`src/rtl/alu_ctrl.sv`:
```
// Sequencer that issues commands to a downstream ALU, waits for the ALU result and returns it over a valid/ready handshake.
// The optional operand accumulator is enabled by defining ALU_CTRL_ACC_EN.
module alu_ctrl #(
  parameter int SIZE     = 31,
  parameter int SER_WAIT = 33
) (
  input  logic          clk,
  input  logic          Rst,
  input  logic          cmd_valid,
  output logic          cmd_ready,
  input  logic [3:0]    cmd_op,
  input  logic [SIZE:0] cmd_a,
  input  logic [SIZE:0] cmd_b,
  input  logic          cmd_use_acc,
  output logic [3:0]    alu_op,
  output logic [SIZE:0] alu_a,
  output logic [SIZE:0] alu_b,
  output logic          alu_rst,
  input  logic [SIZE:0] alu_f,
  input  logic [4:0]    alu_flags,
  output logic          res_valid,
  input  logic          res_ready,
  output logic [SIZE:0] res_data,
  output logic [4:0]    res_flags,
  output logic          res_err,
  output logic          busy
);

  localparam int CW = $clog2(SER_WAIT + 1);

  typedef enum logic [2:0] {IDLE, EXEC, LOAD, WAIT, DONE} state_t;

  state_t        state_q, state_d;
  logic [CW-1:0] count_q, count_d;
  logic [3:0]    op_q, op_d;
  logic [SIZE:0] a_q, a_d;
  logic [SIZE:0] b_q, b_d;
  logic [SIZE:0] data_q, data_d;
  logic [4:0]    flags_q, flags_d;
  logic          err_q, err_d;

  logic          capture;
  logic          undefOp;
  logic [SIZE:0] operandA;
  logic [SIZE:0] capData;

  // The serial add is the only op that goes through LOAD/WAIT; everything above it is undefined.
  assign undefOp = (op_q > 4'b1000);
  assign capture = (state_q == EXEC) || ((state_q == WAIT) && (count_q == CW'(1)));
  assign capData = undefOp ? '0 : alu_f;

`ifdef ALU_CTRL_ACC_EN
  logic [SIZE:0] acc_q;

  assign operandA = cmd_use_acc ? acc_q : cmd_a;

  always_ff @(posedge clk) begin
    if (Rst) begin
      acc_q <= '0;
    end else if (capture) begin
      acc_q <= capData;
    end
  end
`else
  logic unusedUseAcc;

  assign operandA     = cmd_a;
  assign unusedUseAcc = cmd_use_acc;
`endif

  always_comb begin
    state_d = state_q;
    count_d = count_q;
    op_d    = op_q;
    a_d     = a_q;
    b_d     = b_q;
    data_d  = data_q;
    flags_d = flags_q;
    err_d   = err_q;

    case (state_q)
      IDLE: begin
        if (cmd_valid) begin
          op_d    = cmd_op;
          a_d     = operandA;
          b_d     = cmd_b;
          state_d = (cmd_op == 4'b1000) ? LOAD : EXEC;
        end
      end
      EXEC: state_d = DONE;
      LOAD: begin
        count_d = CW'(SER_WAIT);
        state_d = WAIT;
      end
      WAIT: begin
        if (count_q == CW'(1)) begin
          count_d = '0;
          state_d = DONE;
        end else begin
          count_d = count_q - CW'(1);
        end
      end
      DONE: begin
        if (res_ready) begin
          state_d = IDLE;
        end
      end
      default: state_d = IDLE;
    endcase

    if (capture) begin
      data_d  = capData;
      flags_d = undefOp ? 5'b0 : alu_flags;
      err_d   = undefOp;
    end
  end

  always_ff @(posedge clk) begin
    if (Rst) begin
      state_q <= IDLE;
      count_q <= '0;
      op_q    <= '0;
      a_q     <= '0;
      b_q     <= '0;
      data_q  <= '0;
      flags_q <= '0;
      err_q   <= 1'b0;
    end else begin
      state_q <= state_d;
      count_q <= count_d;
      op_q    <= op_d;
      a_q     <= a_d;
      b_q     <= b_d;
      data_q  <= data_d;
      flags_q <= flags_d;
      err_q   <= err_d;
    end
  end

  // The ALU is held in reset for the whole LOAD cycle so the serial add starts from a clean state.
  assign alu_rst   = Rst | (state_q == LOAD);
  assign cmd_ready = (state_q == IDLE);
  assign busy      = (state_q != IDLE);
  assign res_valid = (state_q == DONE);
  assign alu_op    = op_q;
  assign alu_a     = a_q;
  assign alu_b     = b_q;
  assign res_data  = data_q;
  assign res_flags = flags_q;
  assign res_err   = err_q;

endmodule

```
`config.mk`:
```
export PLATFORM = sky130hd
export DESIGN_NAME = alu_ctrl
export DESIGN_NICKNAME = d
export VERILOG_FILES = /design/src/rtl/alu_ctrl.sv
export SDC_FILE = /design/constraint.sdc
export NUM_CORES = 1
export LEC_CHECK = 0
export ABC_CLOCK_PERIOD_IN_PS = 2920
export BUFFER_PORTS_ARGS = -buffer_cell sky130_fd_sc_hd__clkbuf_2
export CAP_MARGIN = 10
export CELL_PAD_IN_SITES_DETAIL_PLACEMENT = 1
export CELL_PAD_IN_SITES_GLOBAL_PLACEMENT = 2
export CORE_UTILIZATION = 28
export CTS_CLUSTER_SIZE = 10
export DETAILED_ROUTE_END_ITERATION = 12
export PLACE_DENSITY = 0.85
export SKIP_LAST_GASP = 1
export SYNTH_ARGS = -nofsm -noshare
export SYNTH_HDL_FRONTEND = slang
export SYNTH_SLANG_ARGS = --single-unit
```
`constraint.sdc`:
```
create_clock -name clk -period 2.92 [get_ports clk]
set_clock_uncertainty 0.05 [all_clocks]
set_input_delay 0.146 -clock clk [delete_from_list [all_inputs] [get_ports clk]]
set_output_delay 0.146 -clock clk [all_outputs]
set_load 0.03 [all_outputs]
```
==> flow_summary_export.csv, run 1 <==
group,metric,value,unit
clock_network,clk_latency,0.42,ns
clock_network,clock_sink_count,115,
die,dieArea,0.0175,mm²
die,rows,47,
global_route,overflow,0,
global_route,grt_pass1_vias,5296,
logic_synthesis,ys_seq_area_share,48.3,%
global_route,grtUsageTotal,18.8,%
die,ios,220,
layout,drive_above_1_share,40.0,%
setup_path,required,3.20,ns
worst_hold_path,worstHoldPathType,"primary input to flip-flop",
placement,dp_cells,941,
detailed_routing,vias,4927,
timing,drv_slew,0,
clock_network,htree_levels,4,
setup_path,critical_path.endpoint_type,"flip-flop",
logic_synthesis,syn_nets,651,
logic_synthesis,synth.avg_cell_area,8.84,µm²
die,start_util,28.7,%
global_route,grt_pass1_wl,26100,µm
setup_path,arrival,2.54,ns
placement,placed_cell_area,0.00593,mm²
power,p_per_area,823,mW/mm²
logic_synthesis,syn-cell-area,0.00476,mm²
clock_network,numCtsBuffers,17,
detailed_routing,avgViaCountPerCell,4.57,
detailed_routing,wl,16000,µm
detailed_routing,firstDrtPassIters,4,
logic_synthesis,syn_inst,539,
detailed_routing,drt-initial-drc-count,95,
setup_path,crit_fanout,23,
detailed_routing,wl_met2,8630,µm
die,die_h,132,µm
detailed_routing,wl_met1,6180,µm
layout,fill_cells,1984,
logic_synthesis,synth.distinct_cells,39,
clock_network,cts_resized,0,
clock_network,cts_tree,"yes",
run,maxCapViolations,0,
detailed_routing,detail-route-antenna-nets,0,
placement,io_buffers,218,
logic_synthesis,ys_warn_count,0,
outcome,status,"completed",
layout,final_nets,957,
timing,rsz0062_at_grt,"no",
detailed_routing,top_layer,"met4",
timing,fmax,443,MHz
timing,finalHoldViolCount,0,
layout,final_cell_count_no_fill,1079,
clock_network,cts_buffer_depth,2,
clock_network,cts.clk_slew.worst_paths,0.06,ns
logic_synthesis,ys_ff_latch,115,
timing,worst_pin_slew,0.705,ns
detailed_routing,avgRoutedWirePerCell,14.8,µm
setup_path,crit_path_start_kind,"flip-flop",
timing,setup-tns-final,0,ns
global_route,grt_max_degree,41,
timing,final-setup-viol-count,0,
detailed_routing,drc_errors,0,
layout,regArea,0.00230,mm²
clock_network,root_buffer,"clkbuf_16",
layout,multi_input_area,0.00214,mm²
power,p_leak,3.21,nW
placement,place_hpwl,10300,µm
placement,gp_congestion,0.757,
layout,area.growth.synth_to_final,60.2,%
clock_network,postCtsSetupBuffers,0,
detailed_routing,met3_length,731,µm
power,total_power,0.00628,W
layout,fin_area,0.00763,mm²
timing,period_minus_slack,2.26,ns
timing,final.period_utilization,77.4,%
die,die_x,132,µm
timing,maxSlewHeadroom,52.8,%
die,coreArea,0.0166,mm²
setup_path,critPathKind,"flip-flop to flip-flop",
global_route,antenna_found_initial,1,
power,ir_drop,0.000421,V
-- flip-flops by register name, summed over array words and instances, names as in the netlist --
signal     count
count_q        6
alu_b         32
state_q        3
res_flags      5
res_err        1
alu_a         32
res_data      32
alu_op         4
-- stage by stage --
stage / util, % / setup slack, ns / hold slack, ns
after global routing: 46.0 / 0.505 / 0.0341
after floorplan: - / 1.27 / 0.232
final: 46.0 / 0.660 / 0.0249
after global placement: 35.7 / 0.828 / 0.319
after detailed placement: 35.7 / 0.724 / 0.325
after CTS: 46.0 / 0.706 / 0.00496
-- repair_timing --
action                                  4_1_cts  5_1_grt
hold buffers                                105        0
endpoints found under the setup margin        0        0
endpoints found under the hold margin       106        0
-- cell families after synthesis --
| group | count (synthesis) | share of synthesized area, % |
|---|---|---|
| compound gates | 129 | 18.6 |
| fa+ha+maj | 2 | 0.525 |
| buf+inv | 48 | 7.06 |
| flops | 115 | 48.3 |
| mux | 1 | 0.210 |
| simple gates | 244 | 25.2 |
-- path summary, 6_finish.rpt --
| path | startpoint | endpoint | slack, ns | cells after the start |
|---|---|---|---|---|
| max | state_q[0] | res_flags[1] | 0.66 | 5 |
| min | res_ready | state_q[2] | 0.02 | 3 |
| max reg2reg | state_q[0] | res_flags[1] | 0.66 | 5 |
| min reg2reg | res_data[0] | res_data[0] | 0.40 | 2 |
-- cell usage after synthesis (all sizes together) --
library cell    n  area [µm²]
nor2b           2        12.5
a21boi          4        30.0
nor2            5        18.8
nor3b           1        18.8
mux2i           1        10.0
o21ai           2        10.0
nand2b          2        12.5
nor4b           1        8.76
a31oi           1        6.26
a21oi         114         758
or4b            1        10.0
nor4            1        6.26
o21bai          1        7.51
nand3b          1        7.51
a21o            1        7.51
nand4b          1        8.76
buf            23         243
nand4           1        6.26
ha              2        25.0
or2             1        6.26
and2            2        12.5
a41oi           1        27.5
o22ai           1        6.26
a41o            2        20.0
nand2         181         679
inv             4        15.0
or3             1        6.26
dfxtp         115        2300
nor3            4        42.5
clkbuf         21        78.8
o31ai           2        15.0
nand3          39         345
-- cells in the final DEF (no fill, tap or decap), types with 2 or more instances in the layout --
master,count
buf_4,6
clkinv_2,2
nand2_1,180
ha_1,2
nand3_2,30
nand2b_1,2
clkbuf_1,3
a21oi_2,50
nor2b_1,2
buf_12,3
nor3_1,2
a21oi_1,64
clkbuf_2,217
clkbuf_8,3
dfxtp_1,115
clkbuf_16,17
nor3_4,2
nand3_1,9
a21boi_0,4
clkinvlp_4,2
dlygate4sd3_1,105
bufinv_16,5
inv_1,4
o21ai_0,2
nor2_1,5
-- metal layers --
layer | global-route usage (%) | vias to the layer above
met5 | 0 | -
met2 | 35.2 | 153
met3 | 5.02 | 33
met1 | 19.4 | 2331
li1 | - | 2410
met4 | 8.94 | 0
-- area by class of cell --
cell class | instances | share of cell area (%)
well taps | 220 | 3.61
multi-input cells | 376 | 28.1
inverters | 4 | 0.197
flip-flops and latches | 115 | 30.2
diodes | 1 | 0.0328
repair buffers | 331 | 29.4
clock buffers | 23 | 6.26
clock inverters | 9 | 2.29
-- report_power, final --
group / internal, W / switching, W / leakage (nW)
logic: 0.000657 / 0.00132 / 1.96
clock network: 0.00158 / 0.000732 / 0.313
registers: 0.00182 / 0.000179 / 0.940
total: 0.00405 / 0.00223 / 3.21
-- critical path: stages (launching register included) --
cell and delay, ns:
dfxtp_1 0.73, nor3b_4 0.35, a41o_2 0.44, buf_12 0.25, nand3_1 0.10, a21oi_1 0.24
No activity file was read; power rests on OpenSTA's default activity.
==> run 2, diff against run 1 <==
--- a/config.mk
+++ b/config.mk
@@ -5,15 +5,16 @@
 export SDC_FILE = /design/constraint.sdc
 export NUM_CORES = 1
 export LEC_CHECK = 0
-export ABC_CLOCK_PERIOD_IN_PS = 2920
+export ABC_AREA = 1
+export ABC_CLOCK_PERIOD_IN_PS = 2070
 export BUFFER_PORTS_ARGS = -buffer_cell sky130_fd_sc_hd__clkbuf_2
 export CAP_MARGIN = 10
 export CELL_PAD_IN_SITES_DETAIL_PLACEMENT = 1
 export CELL_PAD_IN_SITES_GLOBAL_PLACEMENT = 2
-export CORE_UTILIZATION = 28
+export CORE_UTILIZATION = 22
 export CTS_CLUSTER_SIZE = 10
 export DETAILED_ROUTE_END_ITERATION = 12
-export PLACE_DENSITY = 0.85
+export PLACE_DENSITY = 0.75
 export SKIP_LAST_GASP = 1
 export SYNTH_ARGS = -nofsm -noshare
 export SYNTH_HDL_FRONTEND = slang
==> constraint.sdc (replaced) <==
create_clock -name clk -period 2.07 [get_ports clk]
set_clock_uncertainty 0.05 [all_clocks]
set_input_delay 0.1035 -clock clk [delete_from_list [all_inputs] [get_ports clk]]
set_output_delay 0.1035 -clock clk [all_outputs]
set_load 0.03 [all_outputs]
==> flow_summary_export.csv, run 2 <==
group,metric,value,unit
clock_network,cts_resized,0,
detailed_routing,drc_errors,0,
setup_path,critical_path.endpoint_type,"output port",
logic_synthesis,syn-cell-area,0.00455,mm²
die,die_h,146,µm
setup_path,cp-startpoint,"state_q[2]",
power,p_per_area,1370,mW/mm²
clock_network,cts_tree,"yes",
detailed_routing,drt-initial-drc-count,191,
clock_network,numCtsBuffers,17,
timing,setup-tns-final,0,ns
run,maxCapViolations,0,
timing,rsz0062_at_grt,"no",
placement,place_hpwl,10200,µm
layout,antenna_cells,0,
clock_network,hold_buffers,107,
global_route,antenna_found_initial,0,
timing,final.period_utilization,91.6,%
global_route,overflow,0,
clock_network,clock_sink_count,115,
clock_network,postCtsSetupBuffers,0,
die,die_x,146,µm
logic_synthesis,ys_seq_area_share,50.6,%
setup_path,rrSetupSlack,0.45,ns
setup_path,crit_path_start_kind,"flip-flop",
logic_synthesis,synth_top_area_share,50.6,%
logic_synthesis,synth_edf_count,0,
clock_network,root_buffer,"clkbuf_16",
die,rows,52,
setup_path,critPathKind,"flip-flop to output port",
logic_synthesis,synth.area.top_cells,"dfxtp_1 51%, a21oi_1 12%, nand2_1 10%, nand3_1 6.3%, nand4_1 5.4%",
global_route,grtUsageTotal,16.3,%
detailed_routing,wl,17100,µm
setup_path,cp-endpoint,"cmd_ready",
layout,mostFrequentLayoutCell,"clkbuf_2",
die,coreArea,0.0202,mm²
timing,finalHoldViolCount,0,
clock_network,htree_levels,4,
setup_path,crit_fanout,66,
power,ir_drop,0.000717,V
detailed_routing,detail-route-antenna-nets,0,
timing,period_minus_slack,1.90,ns
layout,final_nets,981,
timing,drv_slew,0,
worst_hold_path,worstHoldPathType,"primary input to flip-flop",
setup_path,rr_startpoint,"state_q[2]",
placement,gp_congestion,0.702,
clock_network,cts_buffer_depth,2,
global_route,grt_max_degree,68,
layout,fin_area,0.00750,mm²
layout,area.growth.synth_to_final,64.9,%
logic_synthesis,yosysTopAreaCell,"dfxtp_1",
detailed_routing,vias,5157,
die,dieArea,0.0212,mm²
logic_synthesis,ys_ff_latch,115,
clock_network,clk_latency,0.41,ns
die,ios,220,
placement,io_buffers,218,
logic_synthesis,synth.avg_cell_area,8.06,µm²
global_route,grt_pass1_wl,27800,µm
logic_synthesis,synth_most_common_cell,"nand2_1",
setup_path,arrival,1.74,ns
timing,final-setup-viol-count,0,
setup_path,required,1.92,ns
die,start_util,22.5,%
setup_path,r2r_cells,6,
layout,drive_above_1_share,31.6,%
logic_synthesis,ys.flop_type,"dfxtp_1",
logic_synthesis,synth.distinct_cells,26,
clock_network,cts.clk_slew.worst_paths,0.06,ns
logic_synthesis,ys_async_sr_fraction,0,%
logic_synthesis,ys_warn_count,0,
timing,worst_pin_slew,0.467,ns
detailed_routing,avgViaCountPerCell,4.48,
outcome,status,"completed",
global_route,grt_pass1_vias,5500,
logic_synthesis,yosys-top-cells-count,"121 x nand2_1, 115 x dfxtp_1, 110 x a21oi_1",
placement,placed_cell_area,0.00583,mm²
setup_path,timing.rr.end,"alu_op[3]",
detailed_routing,firstDrtPassIters,4,
detailed_routing,avgRoutedWirePerCell,14.9,µm
timing,fmax,527,MHz
timing,maxSlewHeadroom,68.9,%
logic_synthesis,syn_inst,564,
logic_synthesis,syn_nets,676,
layout,layout_common_cells,"217 x clkbuf_2, 121 x nand2_1, 115 x dfxtp_1",
power,p_leak,3.26,nW
-- run 2: cell types whose count changed after synthesis, sizes merged, moves of 9 or more --
cell / delta
nand2: -57
buf: +13
nor2: +17
o21ai: +9
nand4: +38
inv: +15
nand3: +29
-- run 2: layer usage --
metal	GRT usage (%)	vias up	wire (µm)
met1	18.8	2434	7410
met5	0	-	0
met2	27.4	164	8220
li1	-	2533	-
met3	6.02	26	1190
met4	6.37	0	326
-- run 2: how the worst min path moves through the flow --
stage	slack, ns	start	end	depth (start not counted)
2_1_floorplan	0.20	cmd_b[10]	alu_b[10]	2
3_3_place_gp	0.31	cmd_b[3]	alu_b[3]	3
3_5_place_dp	0.31	cmd_b[6]	alu_b[6]	3
4_1_cts	0.1	Rst	count_q[3]	4
5_1_grt	0.14	Rst	count_q[3]	4
6_report	0.12	Rst	count_q[3]	4
-- run 2: where the power goes --
part,switching [W],total [W],internal [W]
logic,0.00295,0.00426,0.00131
registers,0.000333,0.00307,0.00274
clock network,0.00114,0.00296,0.00182
total,0.00442,0.0103,0.00587
-- run 2: cell type report --
class                      count  area (µm²)
clock buffer                  18         439
clock inverter                14         154
fill                        2460       12700
inverter                      19        71.3
multi-input combinational    381        1890
sequential                   115        2300
tap                          270         338
timing repair buffer         335        2300
-- run 2: logic make-up (layout without fill, tap and decap cells) --
kind of cell,Yosys count,in the layout,share of synthesized area (%)
AOI/OAI and AO/OA,121,121,13.3
xor gates and xnor gates,2,2,0.385
adders and majority gates,2,2,0.550
buffers and inverters,68,386,7.82
DFF,115,115,50.6
and+or+nand+nor,256,256,27.3
-- run 2: per-stage QoR --
stage          power (W)  worst slack, ns  util, %  std cells  hold WS, ns
5_1_grt           0.0110           0.0637     37.0       1152        0.137
6_report          0.0103            0.173     37.0       1152        0.116
4_1_cts           0.0104            0.151     37.0       1152       0.0979
2_1_floorplan    0.00613            0.705        -        564        0.201
3_3_place_gp     0.00718            0.435     28.8       1013        0.305
3_5_place_dp     0.00722            0.420     28.8       1013        0.310
-- run 2: critical path, stage by stage, from the launching register on --
cell and delay, ns:
dfxtp_1 0.38, nor2_4 0.17, inv_2 0.08, nor2_8 0.11, buf_12 0.28, clkbuf_2 0.28
==> run 3, diff against run 2 <==
--- a/config.mk
+++ b/config.mk
@@ -6,15 +6,15 @@
 export NUM_CORES = 1
 export LEC_CHECK = 0
 export ABC_AREA = 1
-export ABC_CLOCK_PERIOD_IN_PS = 2070
+export ABC_CLOCK_PERIOD_IN_PS = 2200
 export BUFFER_PORTS_ARGS = -buffer_cell sky130_fd_sc_hd__clkbuf_2
 export CAP_MARGIN = 10
 export CELL_PAD_IN_SITES_DETAIL_PLACEMENT = 1
 export CELL_PAD_IN_SITES_GLOBAL_PLACEMENT = 2
-export CORE_UTILIZATION = 22
+export CORE_UTILIZATION = 26
 export CTS_CLUSTER_SIZE = 10
 export DETAILED_ROUTE_END_ITERATION = 12
-export PLACE_DENSITY = 0.75
+export PLACE_DENSITY = 0.83
 export SKIP_LAST_GASP = 1
 export SYNTH_ARGS = -nofsm -noshare
 export SYNTH_HDL_FRONTEND = slang
==> constraint.sdc (replaced) <==
create_clock -name clk -period 2.2 [get_ports clk]
set_clock_uncertainty 0.05 [all_clocks]
set_input_delay 0.11 -clock clk [delete_from_list [all_inputs] [get_ports clk]]
set_output_delay 0.11 -clock clk [all_outputs]
set_load 0.03 [all_outputs]
==> flow_summary_export.csv, run 3 (synthesized netlist as in run 2, its figures left out) <==
group,metric,value,unit
setup_path,rr_startpoint,"state_q[2]",
placement,place_hpwl,10700,µm
detailed_routing,vias,5264,
power,p_leak,3.26,nW
die,ios,220,
setup_path,rrSetupSlack,0.19,ns
setup_path,crit_path_start_kind,"flip-flop",
setup_path,r2r_cells,7,
global_route,grt_pass1_wl,28000,µm
die,rows,47,
worst_hold_path,holdPathStages,4,
layout,mostFrequentLayoutCell,"clkbuf_2",
detailed_routing,firstDrtPassIters,5,
timing,finalHoldViolCount,0,
timing,rsz0062_at_grt,"no",
die,dieArea,0.0180,mm²
worst_hold_path,worstHoldEndpoint,"count_q[3]",
timing,final.period_utilization,91.5,%
die,die_x,134,µm
placement,io_buffers,218,
timing,worst_pin_slew,0.764,ns
global_route,grtUsageTotal,19.7,%
placement,gp_congestion,0.777,
clock_network,htree_levels,4,
detailed_routing,wl,17400,µm
layout,area.growth.synth_to_final,62.9,%
placement,dp_cells,964,
detailed_routing,avgRoutedWirePerCell,15.8,µm
worst_hold_path,worstHoldStart,"Rst",
global_route,overflow,0,
global_route,grt_pass1_vias,5627,
clock_network,cts_buffer_depth,2,
timing,period_minus_slack,2.01,ns
layout,layout_common_cells,"217 x clkbuf_2, 121 x nand2_1, 115 x dfxtp_1",
worst_hold_path,worstHoldPathType,"primary input to flip-flop",
layout,final_cell_count_no_fill,1102,
detailed_routing,drt-initial-drc-count,163,
power,p_per_area,1310,mW/mm²
layout,drive_above_1_share,31.1,%
clock_network,clock_sink_count,115,
outcome,status,"completed",
detailed_routing,avgViaCountPerCell,4.78,
setup_path,required,2.48,ns
global_route,antenna_found_initial,1,
detailed_routing,drc_errors,0,
timing,maxSlewHeadroom,49.0,%
layout,final_nets,982,
setup_path,timing.rr.end,"alu_op[3]",
setup_path,arrival,2.29,ns
clock_network,numCtsBuffers,17,
setup_path,critical_path.endpoint_type,"flip-flop",
timing,setup-tns-final,0,ns
power,ir_drop,0.000602,V
timing,final-setup-viol-count,0,
timing,holdWs,0.0398,ns
die,die_h,134,µm
run,maxCapViolations,0,
clock_network,clk_latency,0.41,ns
detailed_routing,detail-route-antenna-nets,0,
clock_network,cts.clk_slew.worst_paths,0.05,ns
clock_network,cts_tree,"yes",
global_route,grt_max_degree,68,
power,total_power,0.00971,W
setup_path,critPathKind,"flip-flop to flip-flop",
setup_path,crit_fanout,67,
clock_network,root_buffer,"clkbuf_16",
timing,fmax,497,MHz
die,start_util,27.0,%
die,coreArea,0.0168,mm²
setup_path,cp-startpoint,"state_q[2]",
timing,drv_slew,0,
clock_network,cts_resized,0,
[run 3: worst max-delay path by stage]
stage                              end  slack (ns)  cells past startpoint
after floorplan           res_data[12]        0.83                      9
after global placement    res_data[16]        0.63                      7
after detailed placement  res_data[29]        0.53                      8
after CTS                    alu_op[3]        0.17                      7
after global routing         alu_op[3]        0.03                      7
final                        alu_op[3]        0.19                      7
[run 3: per-stage QoR]
stage / setup WS [ns] / util, % / instance area [µm²]
6_report: 0.186 / 44.0 / 7400
5_1_grt: 0.0297 / 44.0 / 7400
4_1_cts: 0.168 / 44.0 / 7400
3_5_place_dp: 0.534 / 34.1 / 5730
3_3_place_gp: 0.630 / 34.1 / 5730
2_1_floorplan: 0.835 / - / 4550
[run 3: power breakdown]
group | total [W] | internal, W | switching (W)
clock network | 0.00284 | 0.00192 | 0.000924
logic | 0.00395 | 0.00119 | 0.00276
registers | 0.00292 | 0.00258 | 0.000336
total | 0.00971 | 0.00569 | 0.00402
[run 3: layout make-up]
type	instances	area, µm²
diodes	1	2.50
inverters	19	71.3
fillers	2041	9410
clock buffers	26	509
flip-flops and latches	115	2300
multi-input cells	381	1890
well taps	220	275
clock inverters	4	95.1
repair buffers	336	2260
[run 3: critical path, stage by stage, from the launching register on]
cell           delay (ns)
dfxtp_1              0.38
nor2_4               0.17
inv_2                0.08
nor2_8               0.10
buf_12               0.27
nand3_1              0.14
dlygate4sd3_1        0.59
a21oi_1              0.15
[run 3: metal layers]
layer / global-route usage, % / wire length, µm / up-vias
li1: - / - / 2534
met1: 21.2 / 7120 / 2518
met2: 35.5 / 8880 / 182
met3: 6.12 / 1060 / 30
met4: 8.18 / 361 / 0
met5: 0 / 0 / -
[run 3: repair_timing]
item | CTS | global route
hold buffers | 107 | 0
endpoints found under the setup margin | 0 | 0
setup buffers | 0 | 0
endpoints found under the hold margin | 106 | 0
